[config.mk]
export PLATFORM = sky130hd
export DESIGN_NAME = mvu_rdc_reader_flat
export DESIGN_NICKNAME = d
export VERILOG_FILES = /design/src/rtl/mvu_rdc_reader_if.sv /design/src/rtl/mvu_rdc_reader.sv /design/src/flat_wrapper.sv
export SDC_FILE = /design/constraint.sdc
export NUM_CORES = 1
export LEC_CHECK = 0
export ABC_AREA = 0
export ABC_CLOCK_PERIOD_IN_PS = 9900
export BUFFER_PORTS_ARGS = -buffer_cell sky130_fd_sc_hd__buf_2
export CORE_MARGIN = 2
export CORE_UTILIZATION = 55
export DETAILED_ROUTE_END_ITERATION = 10
export GPL_TIMING_DRIVEN = 0
export HOLD_SLACK_MARGIN = 0.12
export PLACE_DENSITY_LB_ADDON = 0.2
export SLEW_MARGIN = 20
export SYNTH_ARGS = -nofsm -noshare
export SYNTH_HDL_FRONTEND = slang
export SYNTH_SLANG_ARGS = --single-unit
[constraint.sdc]
create_clock -name clk -period 9.9 [get_ports clk]
set_input_delay 0.99 -clock clk [delete_from_list [all_inputs] [get_ports clk]]
set_output_delay 0.99 -clock clk [all_outputs]
set_load 0.02 [all_outputs]
[src/rtl/mvu_rdc_reader_if.sv]
// Bundle of command, MVU read-port and output-stream signals for the
// mvu_rdc_reader. The reader uses the master view; the MVU/host side uses slave.
interface mvu_rdc_reader_if #(
    parameter int BDBANKA = 14,
    parameter int BDBANKW = 128,
    parameter int BSTRIDE = 15,
    parameter int BCOUNT  = 15
);
    // command
    logic               start;
    logic [BDBANKA-1:0] cfg_base;
    logic [BSTRIDE-1:0] cfg_stride;
    logic [BCOUNT-1:0]  cfg_count;
    logic               busy;
    logic               done;
    // MVU data-bank read port
    logic               rdc_en;
    logic               rdc_grnt;
    logic [BDBANKA-1:0] rdc_addr;
    logic [BDBANKW-1:0] rdc_word;
    // output stream
    logic               out_valid;
    logic               out_ready;
    logic [BDBANKW-1:0] out_word;
    logic               out_last;

    modport master (
        input  start, cfg_base, cfg_stride, cfg_count, rdc_grnt, rdc_word, out_ready,
        output busy, done, rdc_en, rdc_addr, out_valid, out_word, out_last
    );

    modport slave (
        output start, cfg_base, cfg_stride, cfg_count, rdc_grnt, rdc_word, out_ready,
        input  busy, done, rdc_en, rdc_addr, out_valid, out_word, out_last
    );
endinterface

[src/rtl/mvu_rdc_reader.sv]
// Read-side client for an MVU data-bank read port: issues strided read
// requests, holds each until granted, captures the returned words after a
// fixed latency and streams them out in order through a credit-limited
// first-word-fall-through FIFO with a registered head.
module mvu_rdc_reader #(
    parameter int N       = 64,
    parameter int BDBANKA = 14,
    parameter int BDBANKW = 2 * N,
    parameter int BSTRIDE = 15,
    parameter int BCOUNT  = 15,
    parameter int RDLAT   = 2,
    parameter int DEPTH   = 4
) (
    input logic              clk,
    input logic              rst,
    mvu_rdc_reader_if.master bus
);

    localparam int CW = $clog2(DEPTH + 1);
    localparam int PW = (DEPTH > 1) ? $clog2(DEPTH) : 1;

    typedef enum logic [1:0] {StIdle, StIssue, StDrain} state_e;

    state_e             state_q;
    logic [BDBANKA-1:0] addr_q;
    logic [BDBANKA-1:0] stride_q;
    logic [BCOUNT-1:0]  count_q;
    logic [BCOUNT-1:0]  issued_q;
    logic [BCOUNT-1:0]  recv_q;
    logic               rdc_en_q;
    logic               done_zero_q;

    logic [RDLAT-1:0]   pipe_q;
    logic [RDLAT-1:0]   pipe_d;

    logic [BDBANKW-1:0] mem_q [DEPTH];
    logic [DEPTH-1:0]   mem_last_q;
    logic [PW-1:0]      wr_ptr_q;
    logic [PW-1:0]      rd_ptr_q;
    logic [PW-1:0]      rd_ptr_n;
    logic [CW-1:0]      cnt_q;
    logic [CW-1:0]      cnt_n;
    // words granted but not yet accepted downstream (pipe + FIFO)
    logic [CW-1:0]      outst_q;
    logic [CW-1:0]      outst_n;

    logic               out_valid_q;
    logic               out_last_q;
    logic [BDBANKW-1:0] out_word_q;

    logic [BSTRIDE-1:0] cfg_stride_w;
    logic               grant;
    logic               push;
    logic               pop;
    logic               push_last;
    logic               accept;
    logic               last_grant;
    logic               head_from_input;

    assign cfg_stride_w = bus.cfg_stride;

    // Handshake decode and occupancy bookkeeping
    always_comb begin
        grant           = rdc_en_q & bus.rdc_grnt;
        push            = pipe_q[RDLAT-1];
        pop             = out_valid_q & bus.out_ready;
        push_last       = (recv_q == count_q - BCOUNT'(1));
        // no acceptance in the zero-count done cycle
        accept          = (state_q == StIdle) & ~done_zero_q & bus.start;
        last_grant      = grant & ((issued_q + BCOUNT'(1)) == count_q);
        cnt_n           = cnt_q + CW'(push) - CW'(pop);
        outst_n         = outst_q + CW'(grant) - CW'(pop);
        rd_ptr_n        = rd_ptr_q + PW'(pop);
        // FIFO empty after this cycle's pop: the incoming word becomes the head
        head_from_input = (cnt_q == CW'(0)) | ((cnt_q == CW'(1)) & pop);
        pipe_d          = pipe_q << 1;
        pipe_d[0]       = grant;
    end

    // Command FSM and request generation
    always_ff @(posedge clk) begin
        if (rst) begin
            state_q     <= StIdle;
            addr_q      <= '0;
            stride_q    <= '0;
            count_q     <= '0;
            issued_q    <= '0;
            rdc_en_q    <= 1'b0;
            done_zero_q <= 1'b0;
        end else begin
            done_zero_q <= 1'b0;
            if (grant) begin
                addr_q   <= addr_q + stride_q;
                issued_q <= issued_q + BCOUNT'(1);
            end
            unique case (state_q)
                StIdle: begin
                    if (accept) begin
                        // stride zero-extended/truncated to the address width: sum wraps
                        stride_q <= BDBANKA'(cfg_stride_w);
                        count_q  <= bus.cfg_count;
                        if (bus.cfg_count == '0) begin
                            done_zero_q <= 1'b1;
                        end else begin
                            addr_q   <= bus.cfg_base;
                            issued_q <= '0;
                            rdc_en_q <= 1'b1;
                            state_q  <= StIssue;
                        end
                    end
                end
                StIssue: begin
                    if (last_grant) begin
                        rdc_en_q <= 1'b0;
                        state_q  <= StDrain;
                    end else if (!rdc_en_q || grant) begin
                        // credit gates only the raising of a new request
                        rdc_en_q <= (outst_n < CW'(DEPTH));
                    end
                end
                StDrain: begin
                    if (pop && out_last_q) begin
                        state_q <= StIdle;
                    end
                end
                default: state_q <= StIdle;
            endcase
        end
    end

    // Latency pipe, FIFO pointers and registered stream head
    always_ff @(posedge clk) begin
        if (rst) begin
            pipe_q      <= '0;
            wr_ptr_q    <= '0;
            rd_ptr_q    <= '0;
            cnt_q       <= '0;
            outst_q     <= '0;
            recv_q      <= '0;
            mem_last_q  <= '0;
            out_valid_q <= 1'b0;
            out_word_q  <= '0;
            out_last_q  <= 1'b0;
        end else begin
            pipe_q   <= pipe_d;
            rd_ptr_q <= rd_ptr_n;
            cnt_q    <= cnt_n;
            outst_q  <= outst_n;
            if (push) begin
                mem_last_q[wr_ptr_q] <= push_last;
                wr_ptr_q             <= wr_ptr_q + PW'(1);
                recv_q               <= recv_q + BCOUNT'(1);
            end else if (accept) begin
                recv_q <= '0;
            end
            out_valid_q <= (cnt_n != '0);
            if (cnt_n == '0) begin
                out_last_q <= 1'b0;
            end else if (head_from_input) begin
                out_word_q <= bus.rdc_word;
                out_last_q <= push_last;
            end else begin
                out_word_q <= mem_q[rd_ptr_n];
                out_last_q <= mem_last_q[rd_ptr_n];
            end
        end
    end

    // FIFO data storage; contents are only meaningful below the count
    always_ff @(posedge clk) begin
        if (push) begin
            mem_q[wr_ptr_q] <= bus.rdc_word;
        end
    end

    // Credit accounting must make a write into a full FIFO impossible
    fifo_no_overflow: assert property (@(posedge clk) disable iff (rst)
        !(push && !pop && (cnt_q == CW'(DEPTH))));

    assign bus.busy      = (state_q != StIdle) | done_zero_q;
    assign bus.done      = done_zero_q | ((state_q == StDrain) & pop & out_last_q);
    assign bus.rdc_en    = rdc_en_q;
    assign bus.rdc_addr  = addr_q;
    assign bus.out_valid = out_valid_q;
    assign bus.out_word  = out_word_q;
    assign bus.out_last  = out_last_q;

endmodule

[src/flat_wrapper.sv]
// flat-port wrapper written by rule: the top's interface ports become plain ports
module mvu_rdc_reader_flat 
#(
    parameter int N       = 64,
    parameter int BDBANKA = 14,
    parameter int BDBANKW = 2 * N,
    parameter int BSTRIDE = 15,
    parameter int BCOUNT  = 15,
    parameter int RDLAT   = 2,
    parameter int DEPTH   = 4
)
  (clk, rst, bus_start, bus_cfg_base, bus_cfg_stride, bus_cfg_count, bus_rdc_grnt, bus_rdc_word, bus_out_ready, bus_busy, bus_done, bus_rdc_en, bus_rdc_addr, bus_out_valid, bus_out_word, bus_out_last);
  mvu_rdc_reader_if #(.BDBANKA(BDBANKA), .BDBANKW(BDBANKW), .BSTRIDE(BSTRIDE), .BCOUNT(BCOUNT)) bus_i ();
  input logic clk;
  input logic rst;
  input wire logic [$bits(bus_i.start)-1:0] bus_start;
  input wire logic [$bits(bus_i.cfg_base)-1:0] bus_cfg_base;
  input wire logic [$bits(bus_i.cfg_stride)-1:0] bus_cfg_stride;
  input wire logic [$bits(bus_i.cfg_count)-1:0] bus_cfg_count;
  input wire logic [$bits(bus_i.rdc_grnt)-1:0] bus_rdc_grnt;
  input wire logic [$bits(bus_i.rdc_word)-1:0] bus_rdc_word;
  input wire logic [$bits(bus_i.out_ready)-1:0] bus_out_ready;
  output wire logic [$bits(bus_i.busy)-1:0] bus_busy;
  output wire logic [$bits(bus_i.done)-1:0] bus_done;
  output wire logic [$bits(bus_i.rdc_en)-1:0] bus_rdc_en;
  output wire logic [$bits(bus_i.rdc_addr)-1:0] bus_rdc_addr;
  output wire logic [$bits(bus_i.out_valid)-1:0] bus_out_valid;
  output wire logic [$bits(bus_i.out_word)-1:0] bus_out_word;
  output wire logic [$bits(bus_i.out_last)-1:0] bus_out_last;
  assign bus_i.start = bus_start;
  assign bus_i.cfg_base = bus_cfg_base;
  assign bus_i.cfg_stride = bus_cfg_stride;
  assign bus_i.cfg_count = bus_cfg_count;
  assign bus_i.rdc_grnt = bus_rdc_grnt;
  assign bus_i.rdc_word = bus_rdc_word;
  assign bus_i.out_ready = bus_out_ready;
  assign bus_busy = bus_i.busy;
  assign bus_done = bus_i.done;
  assign bus_rdc_en = bus_i.rdc_en;
  assign bus_rdc_addr = bus_i.rdc_addr;
  assign bus_out_valid = bus_i.out_valid;
  assign bus_out_word = bus_i.out_word;
  assign bus_out_last = bus_i.out_last;
  mvu_rdc_reader #(.N(N), .BDBANKA(BDBANKA), .BDBANKW(BDBANKW), .BSTRIDE(BSTRIDE), .BCOUNT(BCOUNT), .RDLAT(RDLAT), .DEPTH(DEPTH)) u_core (.clk(clk), .rst(rst), .bus(bus_i));
endmodule
== Word level (Yosys, flattened, before mapping) ==
Memory sizes are Yosys's and may differ from the RTL's.
Cells that the tools add are included.

* Flip-flop bits (word level): 223
* Memory bits (writable): 512
* Output and inout port bits: 147
* Word-level logic and storage cells: 103
* Memories: 1

* Add/sub/neg operators: 10
* $lt $le $gt $ge: 4
* Equal/unequal tests: 10
* Mux-type cells: 30
* Bitwise gates (word level): 14
* Reductions and logical operators: 17

{| class="wikitable"
|+ Memory list
! memory !! words !! width !! read ports !! clocked after Yosys merged registers in !! wr ports !! line !! text
|-
| u_core.mem_q || 4 || 128 || 1 || 0 || 1 || mvu_rdc_reader.sv:36 || <nowiki>logic [BDBANKW-1:0] mem_q [DEPTH];</nowiki>
|}

{| class="wikitable"
|+ Operators by type and width
! operator !! count
|-
| 128-bit 2-to-1 mux || 1
|-
| 15-bit 2-to-1 mux || 6
|-
| 14-bit 2-to-1 mux || 4
|-
| 15-bit by 1-bit adder with 15-bit output (second input constant) || 2
|-
| 15-bit == test || 2
|-
| 15-bit logical NOT || 1
|-
| 15-bit by 1-bit subtractor with 15-bit output (second input constant) || 1
|-
| 14-bit adder || 1
|-
| 1-bit 2-to-1 mux || 10
|-
| 1-bit AND || 8
|-
| 2-bit 2-to-1 mux || 4
|-
| 4-bit AND reduction || 2
|-
| 3-bit by 1-bit adder with 3-bit output || 2
|-
| 3-bit logical NOT || 2
|-
| 2-bit by 3-bit < comparator with 1-bit output (second input constant) || 2
|-
| 2-bit by 1-bit inequality test with 1-bit output (second input constant) || 3
|-
| 2-bit one-hot mux with 3 select lines || 1
|-
| 2-bit nonzero test || 3
|-
| 3-bit by 1-bit subtractor with 3-bit output || 2
|-
| 4-bit bitwise mux || 1
|-
| 3-bit by 1-bit == test with 1-bit output (second input constant) || 1
|-
| 3-bit < comparator (second input constant) || 1
|-
| 3-bit by 1-bit inequality test with 1-bit output (second input constant) || 1
|-
| 1-bit inverter || 3
|-
| other kinds (18) || 21
|}

== Longest topological paths before layout ==
* Depth in word-level cells: 7
* Depth in mapped cells: 15
* Mapped depth without buffers: 13

== Least setup slack after synthesis ==
No wires, ideal clock.

* Path type: flip-flop to flip-flop
* Start: register u_core.pipe_q[1]
* End: memory u_core.mem_q[0][0], enable pin
* Setup time: 0.481 ns
* Arrival: 3.170 ns
* Data required time: 9.419 ns
* Setup slack: 6.249 ns
* Stages on the path, launching flop included: 4
* Period minus slack after synthesis: 3.651 ns
* Path through: dfxtp_1 > clkbuf_1 > nand2_1 > inv_1

* Word-level cells in the longest chain between the ends: 2

{| class="wikitable"
|+ Ends and longest elaborated chain
! what !! line !! text
|-
| start, declared || mvu_rdc_reader.sv:33 || <nowiki>logic [RDLAT-1:0] pipe_q;</nowiki>
|-
| start signal, assigned || mvu_rdc_reader.sv:145 || <nowiki>pipe_q <= pipe_d;</nowiki>
|-
| 1-bit 2-to-1 mux || mvu_rdc_reader.sv:171 || <nowiki>if (push) begin</nowiki>
|-
| 1-bit 2-to-1 mux (not written as such) || mvu_rdc_reader.sv:172 || <nowiki>mem_q[wr_ptr_q] <= bus.rdc_word;</nowiki>
|-
| end, declared || mvu_rdc_reader.sv:36 ||
|}

No other way between the ends.

== Final worst setup path ==
* Start: register u_core.pipe_q[1]
* End: register u_core.out_word_q[22] (netlist: u_core.bus.out_word[22])

* Word-level cells in the longest chain between the ends: 3

{| class="wikitable"
|+ Ends and longest elaborated chain
! what !! line !! text
|-
| 3-bit by 1-bit adder with 3-bit output || mvu_rdc_reader.sv:71 || <nowiki>cnt_n = cnt_q + CW'(push) - CW'(pop);</nowiki>
|-
| 3-bit by 1-bit subtractor with 3-bit output || mvu_rdc_reader.sv:71 ||
|-
| 3-bit logical NOT || mvu_rdc_reader.sv:157 || <nowiki>if (cnt_n == '0) begin</nowiki>
|-
| end signal, assigned || mvu_rdc_reader.sv:160 || <nowiki>out_word_q <= bus.rdc_word;</nowiki>
|-
| end signal, assigned || mvu_rdc_reader.sv:163 || <nowiki>out_word_q <= mem_q[rd_ptr_n];</nowiki>
|-
| end, declared || mvu_rdc_reader.sv:49 || <nowiki>logic [BDBANKW-1:0] out_word_q;</nowiki>
|}

No other way between the ends.
A chain may end at the register's enable or synchronous reset.

==> impl_metrics.toml <==
[clock_tree]
cts_buffers = 76
clkLatencyLatePin_ns = 0.62
postCtsSetupBuffers = 0
cts_max_level = 3
cts.sinks = 735
path_clk_slew_ns = 0.06
post_cts_resized = 0
clockRootBuffer = "clkbuf_16"
cts_tree = "built"
clock_path_buffers = 3
postCtsHoldBufs = 0

[power_and_ir_drop]
power.leakage_nw = 12.9
power.density_mw_per_mm2 = 283
irDropWorstVdd_uv = 216

[synth]
synth_area_mm2 = 0.0297
synthArstFlopShare_pct = 0
synth-seq-area-share_pct = 66.8
synth_flop_cell = "edfxtp_1"
ys_seq_elements = 735
synth_edf_count = 512
synth.area.top_cells = "edfxtp_1, dfxtp_1, mux4_2, mux2i_1, a211oi_1"
synth_top_area_share_pct = 51.8
yosys_warnings = 0
yosys.area.top_type = "edfxtp_1"
netlist_instances = 1977
netlist-cell-type-count = 67
syn_nets = 2182
avgSynthCellArea_um2 = 15.0

[global_routing]
grt_overflow_total = 0
grt_util_all_layers_pct = 25.7
grt_antenna_before_repair = 20
grt_pass1_vias = 18900
grt_start_max_net_pins = 86
grt_pass1_wl_um = 109000

[setup_path]
start_kind = "register"
cp-startpoint = "u_core.pipe_q[1]"
crit_top_cell = "clkbuf_1"
crit_arrival_ns = 5.07
reg2reg_from = "u_core.pipe_q[1]"
max_stage_delay_ns = 0.89
worstPathRequired_ns = 10.41
worst_path_dominant_cell_family = "buffers and inverters"
crit_fanout = 10
critPathCaptureType = "register"
crit_chain = "clkbuf_1 > inv_1 > clkbuf_1 > ha_1 > inv_1 > ha_1 > inv_1 > fa_1 > xor2_1 > xnor2_1 > nand3b_1 > clkbuf_1 > clkbuf_1 > nor2_1 > a211oi_1"
path_class = "register to register"
cp_slowest_cell = "clkbuf_1"
crit_buf_inv = 7

[timing]
timing.final.crit_share_pct = 46.0
finClkSkew_ns = 0.0190
worst_pin_slew_ns = 1.18
final.setup.tns_ns = 0
min_period_ns = 4.55
finalHoldWorstSlack_ns = 0.459
setup_ws_ns = 5.35
slew_viol_final = 0
rsz0062_at_grt = "no"
maxSlewHeadroom_pct = 21.2
max_freq_mhz = 220
setup_viol_count_final = 0
finalHoldViolCount = 0

[placement]
dp_slack_ns = 5.10
place.gp.congestion = 0.905
io_buffers = 321
hpwlAfterDp_um = 46300

[final_layout]
nNetsFinal = 2585
syn_to_final_growth_pct = 17.6
drive_gt1_share_pct = 25.2
fillers = 3971

[worst_hold_path]
worstHoldStart = "u_core.pipe_q[0]"
hold_class = "register to register"

[detailed_routing]
vias = 18600
drt.antenna.violating_nets = 0
initialDrtViolationCount = 1234
via_per_inst = 5.89
route.detailed.drc = 0
totalWireLength_um = 71800
first_pass_iters = 5
wl_per_cell_um = 22.8

[floorplan]
initial_core_util_pct = 55.4
rows = 85
die_y_um = 236
die_area_mm2 = 0.0559
dieWidth_um = 236
core_area_mm2 = 0.0536
ios = 324

[flow_run]
cap_viol_max_count = 0

[run_status]
status = "finished, final reports clean"
cell families (layout without fill, tap and decap cells):
logic type / count (synthesis) / in the layout / share of synthesized area [%]
fa+ha+maj: 28 / 28 / 1.26
flops: 735 / 735 / 66.8
simple gates: 434 / 434 / 6.72
buf+inv: 167 / 634 / 2.29
mux: 265 / 265 / 14.4
xor+xnor: 66 / 66 / 1.95
compound gates: 282 / 282 / 6.61
other cells: 0 / 8 / 0
cell type report:
type	count	area, um^2	share of cell area [%]
buffer	137	569	1.63
antenna	8	20.0	0.0573
tap	696	871	2.49
multi-input combinational	1075	9180	26.3
timing repair buffer	325	1720	4.91
sequential	735	19800	56.8
clock inverter	29	304	0.870
inverter	30	143	0.408
clock buffer	113	2290	6.56
power breakdown:
group | switching, W | internal, W | leakage [nW]
registers | 0.000152 | 0.00357 | 6.45
clock network | 0.00118 | 0.00174 | 1.27
logic | 0.00201 | 0.00122 | 5.14
total | 0.00335 | 0.00653 | 12.9
cells in the mapped netlist, types with 13 or more instances:
| cell | number |
|---|---|
| edfxtp_1 | 512 |
| dfxtp_1 | 223 |
| nor2_1 | 181 |
| a211oi_1 | 140 |
| mux2i_1 | 132 |
| mux4_2 | 129 |
| nand2_1 | 111 |
| clkbuf_1 | 87 |
| a21oi_1 | 59 |
| xnor2_1 | 37 |
| inv_1 | 29 |
| xor2_1 | 29 |
| buf_1 | 26 |
| ha_1 | 25 |
| nand3_1 | 24 |
| nor3_1 | 23 |
| o21ai_0 | 21 |
| buf_2 | 19 |
| nor2b_1 | 15 |
| nor4_1 | 14 |
| nand4_1 | 13 |
sequential cells by signal, summed over array words and instances, names as in the netlist, 3 cells and up:
| register | cells |
|---|---|
| u_core.bus.out_word | 128 |
| u_core.bus.rdc_addr | 14 |
| u_core.cnt_q | 3 |
| u_core.count_q | 15 |
| u_core.issued_q | 15 |
| u_core.mem_last_q | 4 |
| u_core.mem_q | 512 |
| u_core.outst_q | 3 |
| u_core.recv_q | 15 |
| u_core.stride_q | 14 |
final timing paths:
check / endpoint / slack, ns / depth (start not counted)
min reg2reg: u_core.pipe_q[1] / 0.46 / 1
max reg2reg: u_core.bus.out_word[22] / 5.35 / 15
max: u_core.bus.out_word[22] / 5.35 / 15
min: u_core.pipe_q[1] / 0.46 / 1
cell usage in the layout, fill, tap and decap left out, types with 6 or more instances in the layout:
| cell type | netlist | layout |
|---|---|---|
| a211oi_1 | 140 | 140 |
| a21o_1 | 7 | 7 |
| a21oi_1 | 59 | 59 |
| a311oi_1 | 6 | 6 |
| a31oi_1 | 7 | 7 |
| and3_1 | 8 | 8 |
| buf_1 | 26 | 26 |
| buf_2 | 19 | 340 |
| clkbuf_1 | 87 | 107 |
| clkbuf_16 | 0 | 84 |
| clkbuf_8 | 0 | 8 |
| clkinv_2 | 0 | 14 |
| dfxtp_1 | 223 | 223 |
| diode_2 | 0 | 8 |
| edfxtp_1 | 512 | 512 |
| ha_1 | 25 | 25 |
| inv_1 | 29 | 25 |
| mux2i_1 | 132 | 132 |
| mux4_2 | 129 | 129 |
| nand2_1 | 111 | 111 |
| nand2b_1 | 6 | 6 |
| nand3_1 | 24 | 24 |
| nand3b_1 | 8 | 8 |
| nand4_1 | 13 | 13 |
| nor2_1 | 181 | 181 |
| nor2b_1 | 15 | 15 |
| nor3_1 | 23 | 23 |
| nor4_1 | 14 | 14 |
| o21ai_0 | 21 | 21 |
| xnor2_1 | 37 | 37 |
| xor2_1 | 29 | 29 |
routing by layer:
layer  global-route usage, %  wire length [um]
met1                    33.6             29700
met2                    42.7             34900
met3                    6.11              5150
met4                    8.52              1870
met5                       0               152
per-stage QoR:
stage	cell area (um^2)	util (%)	cells	power, W
after CTS	34900	65.1	3140	0.00996
after floorplan	29700	-	1977	0.00598
after global routing	34900	65.2	3143	0.0103
after global placement	32200	60.0	2994	0.00696
final	34900	65.2	3148	0.00989
after detailed placement	32300	60.3	2998	0.00703
Note: power is estimated with default switching activity, not from simulation.
